File: src/rtl/spi_master.sv
// SPI mode-0 initiator, MSB first; multi-byte frames stay under one CS until the byte flagged last.
// Define SPI_MASTER_RX_EN to build the MISO receive path; without it DOUT stays 0 and DRDY is a byte-done strobe.
module spi_master #(
   parameter int unsigned CLKDIV   = 2,
   parameter int unsigned CS_SETUP = 1,
   parameter int unsigned CS_HOLD  = 1
) (
   input  logic       i_sysclk,
   input  logic       i_resetn,
   input  logic [7:0] i_din,
   input  logic       i_dvalid,
   input  logic       i_dlast,
   output logic       o_dready,
   output logic [7:0] o_dout,
   output logic       o_drdy,
   output logic       o_busy,
   output logic       o_sck,
   output logic       o_mosi,
   input  logic       i_miso,
   output logic       o_cs
);
   localparam int unsigned SETUP_CYC = CS_SETUP * CLKDIV;
   localparam int unsigned HOLD_CYC  = CS_HOLD * CLKDIV;
   localparam int unsigned MAX_A     = (SETUP_CYC > CLKDIV) ? SETUP_CYC : CLKDIV;
   localparam int unsigned MAX_CYC   = (HOLD_CYC > MAX_A) ? HOLD_CYC : MAX_A;
   localparam int unsigned CW        = $clog2(MAX_CYC + 1);

   localparam logic [CW-1:0] HALF_LAST  = CW'(CLKDIV - 1);
   localparam logic [CW-1:0] SETUP_LAST = CW'(SETUP_CYC - 1);
   localparam logic [CW-1:0] HOLD_LAST  = CW'(HOLD_CYC - 1);

   // LEAD is the CLKDIV-cycle MOSI lead-in after a byte is accepted in WAIT.
   typedef enum logic [2:0] {S_IDLE, S_SETUP, S_WAIT, S_LEAD, S_SHIFT, S_HOLD, S_GAP} state_t;

   state_t        r_state;
   logic [CW-1:0] r_cnt;
   logic [3:0]    r_bit;
   logic [6:0]    r_tx;
   logic          r_last;
   logic          r_cs;
   logic          r_sck;
   logic          r_mosi;
   logic          r_busy;
   logic          r_drdy;
   logic          w_accept;
   logic          w_half_end;
   logic          w_byte_done;

   assign o_dready    = (r_state == S_IDLE) || (r_state == S_WAIT);
   assign w_accept    = i_dvalid && o_dready;
   assign w_half_end  = (r_cnt == HALF_LAST);
   assign w_byte_done = (r_state == S_SHIFT) && w_half_end && (r_bit == 4'd14);

   assign o_cs   = r_cs;
   assign o_sck  = r_sck;
   assign o_mosi = r_mosi;
   assign o_busy = r_busy;
   assign o_drdy = r_drdy;

   // r_bit is the current half-period index: SCK is high on even indices.
   always_ff @(posedge i_sysclk or negedge i_resetn) begin
      if (!i_resetn) begin
         r_state <= S_IDLE;
         r_cnt   <= '0;
         r_bit   <= '0;
         r_tx    <= '0;
         r_last  <= 1'b0;
         r_cs    <= 1'b1;
         r_sck   <= 1'b0;
         r_mosi  <= 1'b0;
         r_busy  <= 1'b0;
         r_drdy  <= 1'b0;
      end else begin
         r_drdy <= 1'b0;
         case (r_state)
            S_IDLE: begin
               if (w_accept) begin
                  r_cs    <= 1'b0;
                  r_mosi  <= i_din[7];
                  r_tx    <= i_din[6:0];
                  r_last  <= i_dlast;
                  r_busy  <= 1'b1;
                  r_cnt   <= '0;
                  r_state <= S_SETUP;
               end
            end
            S_SETUP: begin
               if (r_cnt == SETUP_LAST) begin
                  r_cnt   <= '0;
                  r_bit   <= '0;
                  r_sck   <= 1'b1;
                  r_state <= S_SHIFT;
               end else begin
                  r_cnt <= r_cnt + 1'b1;
               end
            end
            S_WAIT: begin
               if (w_accept) begin
                  r_mosi  <= i_din[7];
                  r_tx    <= i_din[6:0];
                  r_last  <= i_dlast;
                  r_cnt   <= '0;
                  r_state <= S_LEAD;
               end
            end
            S_LEAD: begin
               if (w_half_end) begin
                  r_cnt   <= '0;
                  r_bit   <= '0;
                  r_sck   <= 1'b1;
                  r_state <= S_SHIFT;
               end else begin
                  r_cnt <= r_cnt + 1'b1;
               end
            end
            S_SHIFT: begin
               if (w_half_end) begin
                  r_cnt <= '0;
                  if (r_bit == 4'd15) begin
                     r_state <= r_last ? S_HOLD : S_WAIT;
                  end else begin
                     r_bit <= r_bit + 4'd1;
                     r_sck <= ~r_sck;
                     if (!r_bit[0]) begin
                        if (r_bit == 4'd14) begin
                           r_drdy <= 1'b1;
                        end else begin
                           r_mosi <= r_tx[6];
                           r_tx   <= {r_tx[5:0], 1'b0};
                        end
                     end
                  end
               end else begin
                  r_cnt <= r_cnt + 1'b1;
               end
            end
            S_HOLD: begin
               if (r_cnt == HOLD_LAST) begin
                  r_cnt   <= '0;
                  r_cs    <= 1'b1;
                  r_state <= S_GAP;
               end else begin
                  r_cnt <= r_cnt + 1'b1;
               end
            end
            S_GAP: begin
               if (w_half_end) begin
                  r_cnt   <= '0;
                  r_busy  <= 1'b0;
                  r_mosi  <= 1'b0;
                  r_state <= S_IDLE;
               end else begin
                  r_cnt <= r_cnt + 1'b1;
               end
            end
            default: r_state <= S_IDLE;
         endcase
      end
   end

`ifdef SPI_MASTER_RX_EN
   logic [7:0] r_rx;
   logic [7:0] r_dout;
   logic       w_rise;

   // SCK rises on entry to SHIFT and at the end of every odd half-period except the last.
   assign w_rise = ((r_state == S_SETUP) && (r_cnt == SETUP_LAST)) ||
                   ((r_state == S_LEAD) && w_half_end) ||
                   ((r_state == S_SHIFT) && w_half_end && r_bit[0] && (r_bit != 4'd15));

   always_ff @(posedge i_sysclk or negedge i_resetn) begin
      if (!i_resetn) begin
         r_rx   <= '0;
         r_dout <= '0;
      end else begin
         if (w_rise) begin
            r_rx <= {r_rx[6:0], i_miso};
         end
         if (w_byte_done) begin
            r_dout <= r_rx;
         end
      end
   end

   assign o_dout = r_dout;
`else
   logic w_unused_miso;
   assign w_unused_miso = i_miso;
   assign o_dout        = 8'h00;
`endif

endmodule
File: config.mk
export PLATFORM = sky130hd
export DESIGN_NAME = spi_master
export DESIGN_NICKNAME = d
export VERILOG_FILES = /design/src/rtl/spi_master.sv
export SDC_FILE = /design/constraint.sdc
export NUM_CORES = 1
export LEC_CHECK = 0
export ABC_AREA = 1
export CAP_MARGIN = 20
export CORE_UTILIZATION = 45
export CTS_CLUSTER_DIAMETER = 120
export DETAILED_ROUTE_END_ITERATION = 8
export GPL_ROUTABILITY_DRIVEN = 0
export GPL_TIMING_DRIVEN = 0
export PLACE_DENSITY = 0.84
export SETUP_SLACK_MARGIN = 0.02
export SLEW_MARGIN = 20
export SYNTH_ARGS = -nofsm -noshare
export SYNTH_HDL_FRONTEND = slang
export SYNTH_SLANG_ARGS = --single-unit
File: constraint.sdc
create_clock -name i_sysclk -period 1.3 [get_ports i_sysclk]
set_input_delay 0.26 -clock i_sysclk [delete_from_list [all_inputs] [get_ports i_sysclk]]
set_output_delay 0.26 -clock i_sysclk [all_outputs]
set_load 0.02 [all_outputs]
Word level (Yosys, flattened, before mapping) --
Cells that the tools add are included.
Operators by class: multipliers 0, muxes and demuxes 42, divide/modulo/power cells 0, equality and inequality tests 20, add/subtract/negate cells 2, bitwise logic cells 1, reductions and logical operators 20, shift operators 0, magnitude comparators 0
Operators with widths (number):
- $mux 7 | 5
- $mux 3 | 8
- $pmux 3 s6 | 1
- $mux 1 | 16
- $ne 2x2->1 const B | 8
- $pmux 7 s2 | 1
- $reduce_and 7->1 | 2
- $mux 4 | 3
- $reduce_bool 2->1 | 5
- $eq 3x3->1 const B | 3
- $eq 4x4->1 const B | 2
- $pmux 4 s2 | 1
- $eq 3x2->1 const B | 2
- $ne 2x1->1 const B | 3
- $pmux 1 s2 | 3
- $reduce_and 3->1 | 2
- $reduce_and 6->1 | 1
- $reduce_or 5->1 | 1
- $add 4x1->4 const B | 1
- $mux 2 | 2
- $pmux 2 s2 | 1
- $reduce_and 2->1 | 2
- $reduce_and 4->1 | 1
- $reduce_or 2->1 | 2
- 9 further kinds | 9
Storage, ports and cells: register bits after elaboration 22, input bits 13, word-level logic and storage cells 95, bits in writable memories 0, memory bits (read-only) 0, output and inout bits 14, memories 0, latch bits 0

Depth between registers and ports, before layout --
Gate-level depths: netlist (run 1).
depth in word-level cells 6, gate-level depth with buffers 10

Least setup slack after synthesis (run 1) --
Ideal clock, no wire load.
path kind reg-to-reg, from reg r_bit[0], to reg r_tx[0], period minus slack after synthesis 1405 ps, buffers on the path 0, arrival 1288 ps, stages on the path, launching flop included 8, library setup time 117 ps, setup slack -105 ps, path through dfrtp_1 -> ha_1 -> nand3_1 -> nand2_1 -> nand2_4 -> nand3_2 -> nand2_1 -> nand2_1
On the way: longest elaborated chain between the ends 3, elaborated cells on any way between the ends 6, those cells by class eq/ne: 5; reduce/logical: 1
Ends and longest elaborated chain:
- from (decl) | line 37 | logic [3:0] r_bit;
- from (signal assigned) | line 122 | r_bit <= r_bit + 4'd1;
- $eq 4x4->1 (on tied branches) | line 125, 119
- $ne 2x2->1 (no source line)
- $reduce_and 6->1 (no source line) *
- to (signal assigned) | line 80 | r_tx <= i_din[6:0];
- to (signal assigned) | line 100 | r_tx <= i_din[6:0];
- to (signal assigned) | line 129 | r_tx <= {r_tx[5:0], 1'b0};
- to (decl) | line 38 | logic [6:0] r_tx;
Mark *: on every way between the ends. The rest lies on a longest branch, timed or not. A chain may end at the register's enable or synchronous reset.

Final worst setup path (run 1) --
from reg r_state[2], to reg r_state[0]
On the way: longest elaborated chain between the ends 5, elaborated cells on any way between the ends 19, those cells by class eq/ne: 13; mux: 1; reduce/logical: 5
Ends and longest elaborated chain:
- from (decl) | line 35 | state_t r_state;
- from (signal assigned) | line 120 | r_state <= r_last ? S_HOLD : S_WAIT;
- $eq 3x2->1 or $logic_not 3->1 (tied branches) | line 49, 75
- $logic_or 1x1->1 | line 49 | assign o_dready = (r_state == S_IDLE) || (r_state == S_WAIT);
- $logic_and 1x1->1 | line 50 | assign w_accept = i_dvalid && o_dready;
- $ne 2x2->1 (no source line)
- $reduce_and 7->1 (no source line)
Several ways; a longest one is shown, not always the timed one.

==> results of run 1 <==
## area by class of cell
class,count,share of cell area
Tap cell,44,0.0266
Sequential cell,22,0.269
Timing Repair Buffer,38,0.168
Buffer,11,0.0453
Multi-Input combinational cell,142,0.444
Inverter,13,0.0290
Clock buffer,4,0.0175
## metal layers
metal  routed length (um)  global-route usage  vias to the layer above
li1                     -                   -                      675
met1                 1490               0.288                      634
met2                 1780               0.360                       38
met3                  126              0.0469                        4
met4                   23              0.0612                        0
met5                    0                   0                        -
## synth_stat cells
cell type and instances:
nand2_1 60, dfrtp_1 21, nand3_1 18, buf_4 9, inv_1 9, nand4_1 9, nor2_1 6, nand2_4 5
nor2_2 4, o21ai_0 4, inv_2 3, nand2_2 3, nor2_8 3, nor3_1 3, o21ai_1 3, a21oi_1 2
buf_6 2, ha_1 2, xor2_1 2, a21oi_4 1, clkinv_1 1, conb_1 1, dfstp_2 1, mux2_2 1
nand3_2 1, nor4_1 1, o21ai_2 1, o22ai_1 1, o31ai_1 1, or2_1 1
## state kept, by name, indices dropped and copies added, names as in the netlist
signal	flops
r_tx	7
o_busy	1
r_cnt	2
o_drdy	1
o_mosi	1
r_bit	4
r_state	3
r_last	1
o_sck	1
o_cs	1
## power breakdown
part	total [mW]	internal (mW)	switching [mW]
Sequential	1.29	1.01	0.280
Combinational	3.86	1.65	2.20
Clock	0.395	0.171	0.224
Total	5.54	2.83	2.71
## repair_timing
item / 4_1_cts / 5_1_grt
setup endpoints to repair: 25 / 27
hold buffers: 0 / 1
cloned: 2 / 0
resized for setup: 46 / 17
setup buffers: 17 / 3
endpoints found under the hold margin: 0 / 21
pin swaps: 21 / 7
## per-stage QoR
step | area [um2] | setup TNS [ps] | hold slack (ps) | setup WS, ps | total power [mW]
finish | 2070 | -1060 | 413 | -97.8 | 5.54
CTS | 2010 | -560 | 498 | -72.7 | 5.22
global placement | 1710 | -6850 | 456 | -206 | 3.90
floorplan | 1490 | 0 | -35.6 | 22.3 | 3.35
detailed placement | 1710 | -7080 | 460 | -215 | 3.98
global route | 2070 | -2180 | 454 | -137 | 5.92
## placed cells by master (no fill, tap or decap), drive strengths merged
master	instances
o31ai	1
xor2	2
nand2	70
nor4	1
clkdlybuf4s50	10
or2	1
clkbuf	7
nor3	3
inv	12
buf	35
o22ai	1
dfstp	1
clkinv	1
nand3	19
a21oi	3
o21ai	8
ha	2
dfrtp	21
dlygate4sd3	1
conb	8
nand4	9
nor2	13
mux2	1
## worst min path at each step
stage | startpoint | to | cells after the start
detailed placement | r_tx[5] | r_tx[5] | 2
CTS | i_resetn | r_state[0] | 1
finish | i_resetn | r_state[0] | 2
floorplan | i_resetn | o_busy | 0
global route | i_resetn | r_state[1] | 2
global placement | r_tx[1] | r_tx[1] | 2
## cells by family after synthesis
| group | count (synthesis) |
|---|---|
| other | 1 |
| flip-flops | 22 |
| buffers and inverters | 24 |
| AND/OR/NAND/NOR | 114 |
| adder cells (fa/ha/maj) | 2 |
| XOR/XNOR | 2 |
| AO/OA/AOI/OAI | 13 |
| multiplexers | 1 |
==> impl_metrics.csv, run 1 <==
group,metric,value,unit
status,status,"finished with violations",
status,violations,"setup timing",
timing,max_freq,0.715,GHz
timing,finClkSkew,12.2,ps
cells_and_area,ff_latch_area,557,um2
synth,synth_fa_ha_area_frac,0.0176,
placement,dp_hpwl,2.05,mm
synth,synth_top_area_cell,"dfrtp_1",
die,die_w,58.3,um
setup_path,crit_fanout,6,
setup_path,critical_path_arrival,1630,ps
worst_hold_path,hp-class,"input pin to async pin",
synth,yosysTopAreaCellShare,0.369,
synth,synth-seq-cells,22,
setup_path,startpoint_type,"flop",
setup_path,timing.critical_path.mode_cell,"nand2_1",
drt,vias,1351,
synth,yosys.area_share.simple,0.416,
power,p_leak,1.03,nW
drt,wire_per_inst,12.5,um
run,maxCapViolCount,0,
timing,period_needed,1400,ps
synth,netlist_area,1420,um2
drt,antenna_left,0,
setup_path,cp_cell_sequence,"buf_12, nand2_8, nor2_8, buf_6, a21oi_4, nand2_2, nand2_1, nand2_1",
synth,ys_top_cells_by_area,"dfrtp_1 (37%), nand2_1 (16%), nand3_1 (6.3%)",
drt,route.detailed.drc,0,
synth,synthXorXnorAreaFrac,0.0123,
setup_path,crit_start,"r_state[2]",
global_routing,grt_max_degree,23,
clock_tree,clk_pin_slew,130,ps
clock_tree,clock_latency,320,ps
timing,hold_violations,0,
setup_path,crit_family,"flip-flops",
synth,synth.distinct_cells,30,
die,die-height,58.3,um
die,die-area,3390,um2
placement,port-buffer-count,17,
setup_path,rr_startpoint,"r_state[2]",
timing,finalCritPeriodShare,1.08,
clock_tree,cts_root_buffer,"clkbuf_4",
power,cellPowerDensity,2680,nW/um2
global_routing,antenna_found_initial,0,
synth,muxShareOfSynthArea,0.00791,
setup_path,crit_path_end_kind,"flop",
setup_path,worstRegToRegCells,8,
clock_tree,htreeDepth,1,
drt,routed_wl,3.42,mm
setup_path,r2r_end,"r_state[0]",
synth,synth_compound_area_frac,0.0589,
clock_tree,clock-sinks,22,
global_routing,grt_pass1_wl,5.61,mm
global_routing,grt_usage,0.218,
die,core-area,3030,um2
cells_and_area,diodes,0,
placement,dp.cells,247,
die,start_util,0.470,
clock_tree,clockBufferDepth,2,
setup_path,path_depth,8,
synth,ys_seq_area_frac,0.388,
setup_path,slowest_stage,"dfrtp_2",
timing,rsz0062_at_grt,"true",
setup_path,crit_end,"r_state[0]",
drt,first_pass_iters,4,
setup_path,crit_required,1530,ps
setup_path,r2r_slack,-100,ps
synth,avgSynthCellArea,7.95,um2
cells_and_area,layout-drive-gt1-share,0.404,
cells_and_area,final-instance-count-excl-fill,274,
timing,setup_viol,18,
clock_tree,tritoncts,"done",
drt,vias_per_cell,4.93,
global_routing,grt_overflow,0,
cells_and_area,layout.nets,246,
setup_path,max_stage_delay,510,ps
synth,yosysWarnings,0,
clock_tree,cts_buffers,3,
synth,synth_cells,179,
cells_and_area,fillers,220,
global_routing,grt_pass1_vias,1276,
synth,synth_top_family_by_area,"simple AND/OR/NAND/NOR gates",
timing,slew_viol_final,0,
setup_path,path_class,"flop to flop",
power,ir_worst_vdd,1410,uV
drt,dr.first_iter.drc_count,38,
cells_and_area,syn_to_final_growth,45.3,%
cells_and_area,multiInputGateArea,920,um2
setup_path,path_buf_inv,2,
cells_and_area,final_util,0.683,
timing,setup_slack,-97.8,ps
die,rows,20,
die,ios,27,
No activity file was read; power rests on OpenSTA's default activity.
==> run 2: changes to the inputs <==
--- a/config.mk
+++ b/config.mk
@@ -7,6 +7,7 @@
 export LEC_CHECK = 0
 export ABC_AREA = 1
 export CAP_MARGIN = 20
+export CORE_MARGIN = 2
 export CORE_UTILIZATION = 45
 export CTS_CLUSTER_DIAMETER = 120
 export DETAILED_ROUTE_END_ITERATION = 8
==> run 2 against run 1 <==
  * The flow still finishes with violations (setup timing)
  * Worst hold slack better by 7.0 ps
  * Utilization grew 0.33 points
  * Global-route usage is 0.83 points lower
  * Critical path depth rose by 2
  * First-iteration DRC count rose by 120%
  * Routed wire length rose by 4.0%
  * Design area increased by 0.48%
  * Sequential share of layout area down 0.19 points
  * Clock skew down 6.8 ps
  * Via count is 3.3% higher
==> impl_metrics.csv, run 2 (synthesis gave the netlist of run 1 again) <==
group,metric,value,unit
cells_and_area,largestRegisters,"r_tx: 7 flops, r_bit: 4 flops, r_state: 3 flops",
drt,wire_per_inst,12.9,um
drt,vias,1396,
cells_and_area,layout.nets,248,
clock_tree,clock_latency,320,ps
cells_and_area,syn_to_final_growth,46.0,%
drt,dr.first_iter.drc_count,82,
setup_path,cp_cell_sequence,"buf_6, buf_12, clkinv_8, nand2_8, nor2_8, nand2_4, nand2_4, nand2_8, nand2_2, o21ai_2",
status,violations,"setup timing",
drt,routed_wl,3.56,mm
drt,route.detailed.drc,0,
setup_path,crit_start,"r_state[0]",
cells_and_area,regMostFlops,"r_tx",
die,die_w,60.3,um
setup_path,critical_path_arrival,1670,ps
global_routing,grt_pass1_vias,1278,
setup_path,path_depth,10,
power,p_leak,1.04,nW
timing,slew_headroom,0.654,
cells_and_area,fillers,231,
drt,first_pass_iters,4,
setup_path,rr_startpoint,"r_state[0]",
cells_and_area,multiInputGateArea,938,um2
setup_path,crit_family,"simple AND/OR/NAND/NOR gates",
setup_path,max_stage_delay,390,ps
timing,finClkSkew,5.40,ps
placement,place_area,1710,um2
timing,slew_viol_final,0,
global_routing,grt_overflow,0,
timing,worst_slew_pin_slew,518,ps
die,core-area,3030,um2
setup_path,path_class,"flop to flop",
setup_path,crit_path_end_kind,"flop",
timing,setup_slack,-142,ps
setup_path,slowest_stage,"dfrtp_1",
die,rows,20,
clock_tree,tritoncts,"done",
cells_and_area,layout_common_cells,"nand2_1 (48), buf_4 (27), dfrtp_1 (18)",
cells_and_area,layout-drive-gt1-share,0.435,
die,die-height,60.3,um
global_routing,antenna_found_initial,0,
worst_hold_path,hp-class,"input pin to async pin",
die,start_util,0.470,
timing,max_freq,0.693,GHz
timing,rsz0062_at_grt,"true",
clock_tree,cts_root_buffer,"clkbuf_4",
power,total_power,5.45,mW
cells_and_area,ff_latch_area,556,um2
cells_and_area,design_area,2080,um2
clock_tree,clockBufferDepth,2,
power,cellPowerDensity,2620,nW/um2
placement,port-buffer-count,17,
cells_and_area,diodes,0,
timing,period_needed,1440,ps
placement,dp_hpwl,2.02,mm
clock_tree,clock-sinks,22,
global_routing,grt_usage,0.209,
cells_and_area,largest_register_ffs,7,
clock_tree,cts_buffers,3,
setup_path,startpoint_type,"flop",
setup_path,crit_fanout,6,
drt,antenna_left,0,
status,status,"finished with violations",
clock_tree,htreeDepth,1,
global_routing,grt_pass1_wl,5.64,mm
cells_and_area,layout_commonest_cell,"nand2_1",
global_routing,grt_max_degree,23,
setup_path,worstRegToRegCells,10,
timing,hold_violations,0,
power,ir_worst_vdd,1150,uV
setup_path,path_buf_inv,3,
clock_tree,clk_pin_slew,130,ps
placement,post-place-ws,-227,ps
run,maxCapViolCount,0,
setup_path,crit_required,1530,ps
timing,setup_viol,18,
timing,finalCritPeriodShare,1.11,
die,die-area,3630,um2
drt,vias_per_cell,5.06,
die,ios,27,
-- run 2: changes by cell type in the layout (fill, tap and decap cells not counted), sizes merged --
cell | before | now
clkdlybuf4s15 | 0 | 1
buf | 35 | 36
-- run 2: where the power goes --
part           internal (mW)  leakage, nW  total [mW]  switching [mW]
Clock                  0.120       0.0150       0.349           0.228
Sequential              1.01        0.270        1.26           0.253
Combinational           1.62        0.752        3.85            2.23
Total                   2.74         1.04        5.45            2.71
-- run 2: layout make-up --
| type | count | area share |
|---|---|---|
| clock buffer | 4 | 0.0126 |
| inverter | 13 | 0.0295 |
| sequential | 22 | 0.267 |
| tap | 44 | 0.0265 |
| timing repair buffer | 40 | 0.168 |
| buffer | 11 | 0.0451 |
| multi-input combinational | 142 | 0.451 |
-- run 2: metal layers --
| metal | wire (um) | global-route usage | vias up | part of all wire |
|---|---|---|---|---|
| met1 | 1440 | 0.271 | 655 | 0.40 |
| li1 | - | - | 678 | - |
| met4 | 56 | 0.0571 | 0 | 0.016 |
| met3 | 199 | 0.0476 | 9 | 0.056 |
| met2 | 1860 | 0.349 | 54 | 0.52 |
| met5 | 0 | 0 | - | 0 |
-- run 2: through the flow --
stage | std cells | hold WS, ps | util | setup TNS, ps
3_3_place_gp | 247 | 455 | 0.565 | -7050
6_report | 276 | 420 | 0.687 | -1900
5_1_grt | 276 | 462 | 0.687 | -3100
4_1_cts | 269 | 490 | 0.648 | -996
2_1_floorplan | 186 | -35.6 | - | 0
3_5_place_dp | 247 | 463 | 0.565 | -7490
-- run 2: worst reg2reg max path: stages (launching register included) --
cell and delay, ps:
dfrtp_1 390, buf_6 130, buf_12 140, clkinv_8 60, nand2_8 60, nor2_8 180
nand2_4 90, nand2_4 110, nand2_8 80, nand2_2 70, o21ai_2 50
-- run 2: final timing paths --
check                        endpoint  slack [ps]
setup / recovery             r_bit[1]        -140
hold / removal             r_state[1]         420
setup reg to reg             r_bit[1]        -140
hold reg to reg                o_mosi         490
max in group asynchronous    r_cnt[1]         500
min in group i_sysclk          o_mosi         490
-- run 2: timing repair --
action | in CTS | in global routing
hold buffers | 0 | 1
setup endpoints to repair | 25 | 27
cloned | 2 | 0
buffers inserted | 16 | 6
gates resized for setup | 37 | 30
endpoints found under the hold margin | 0 | 21
pin swaps | 16 | 11
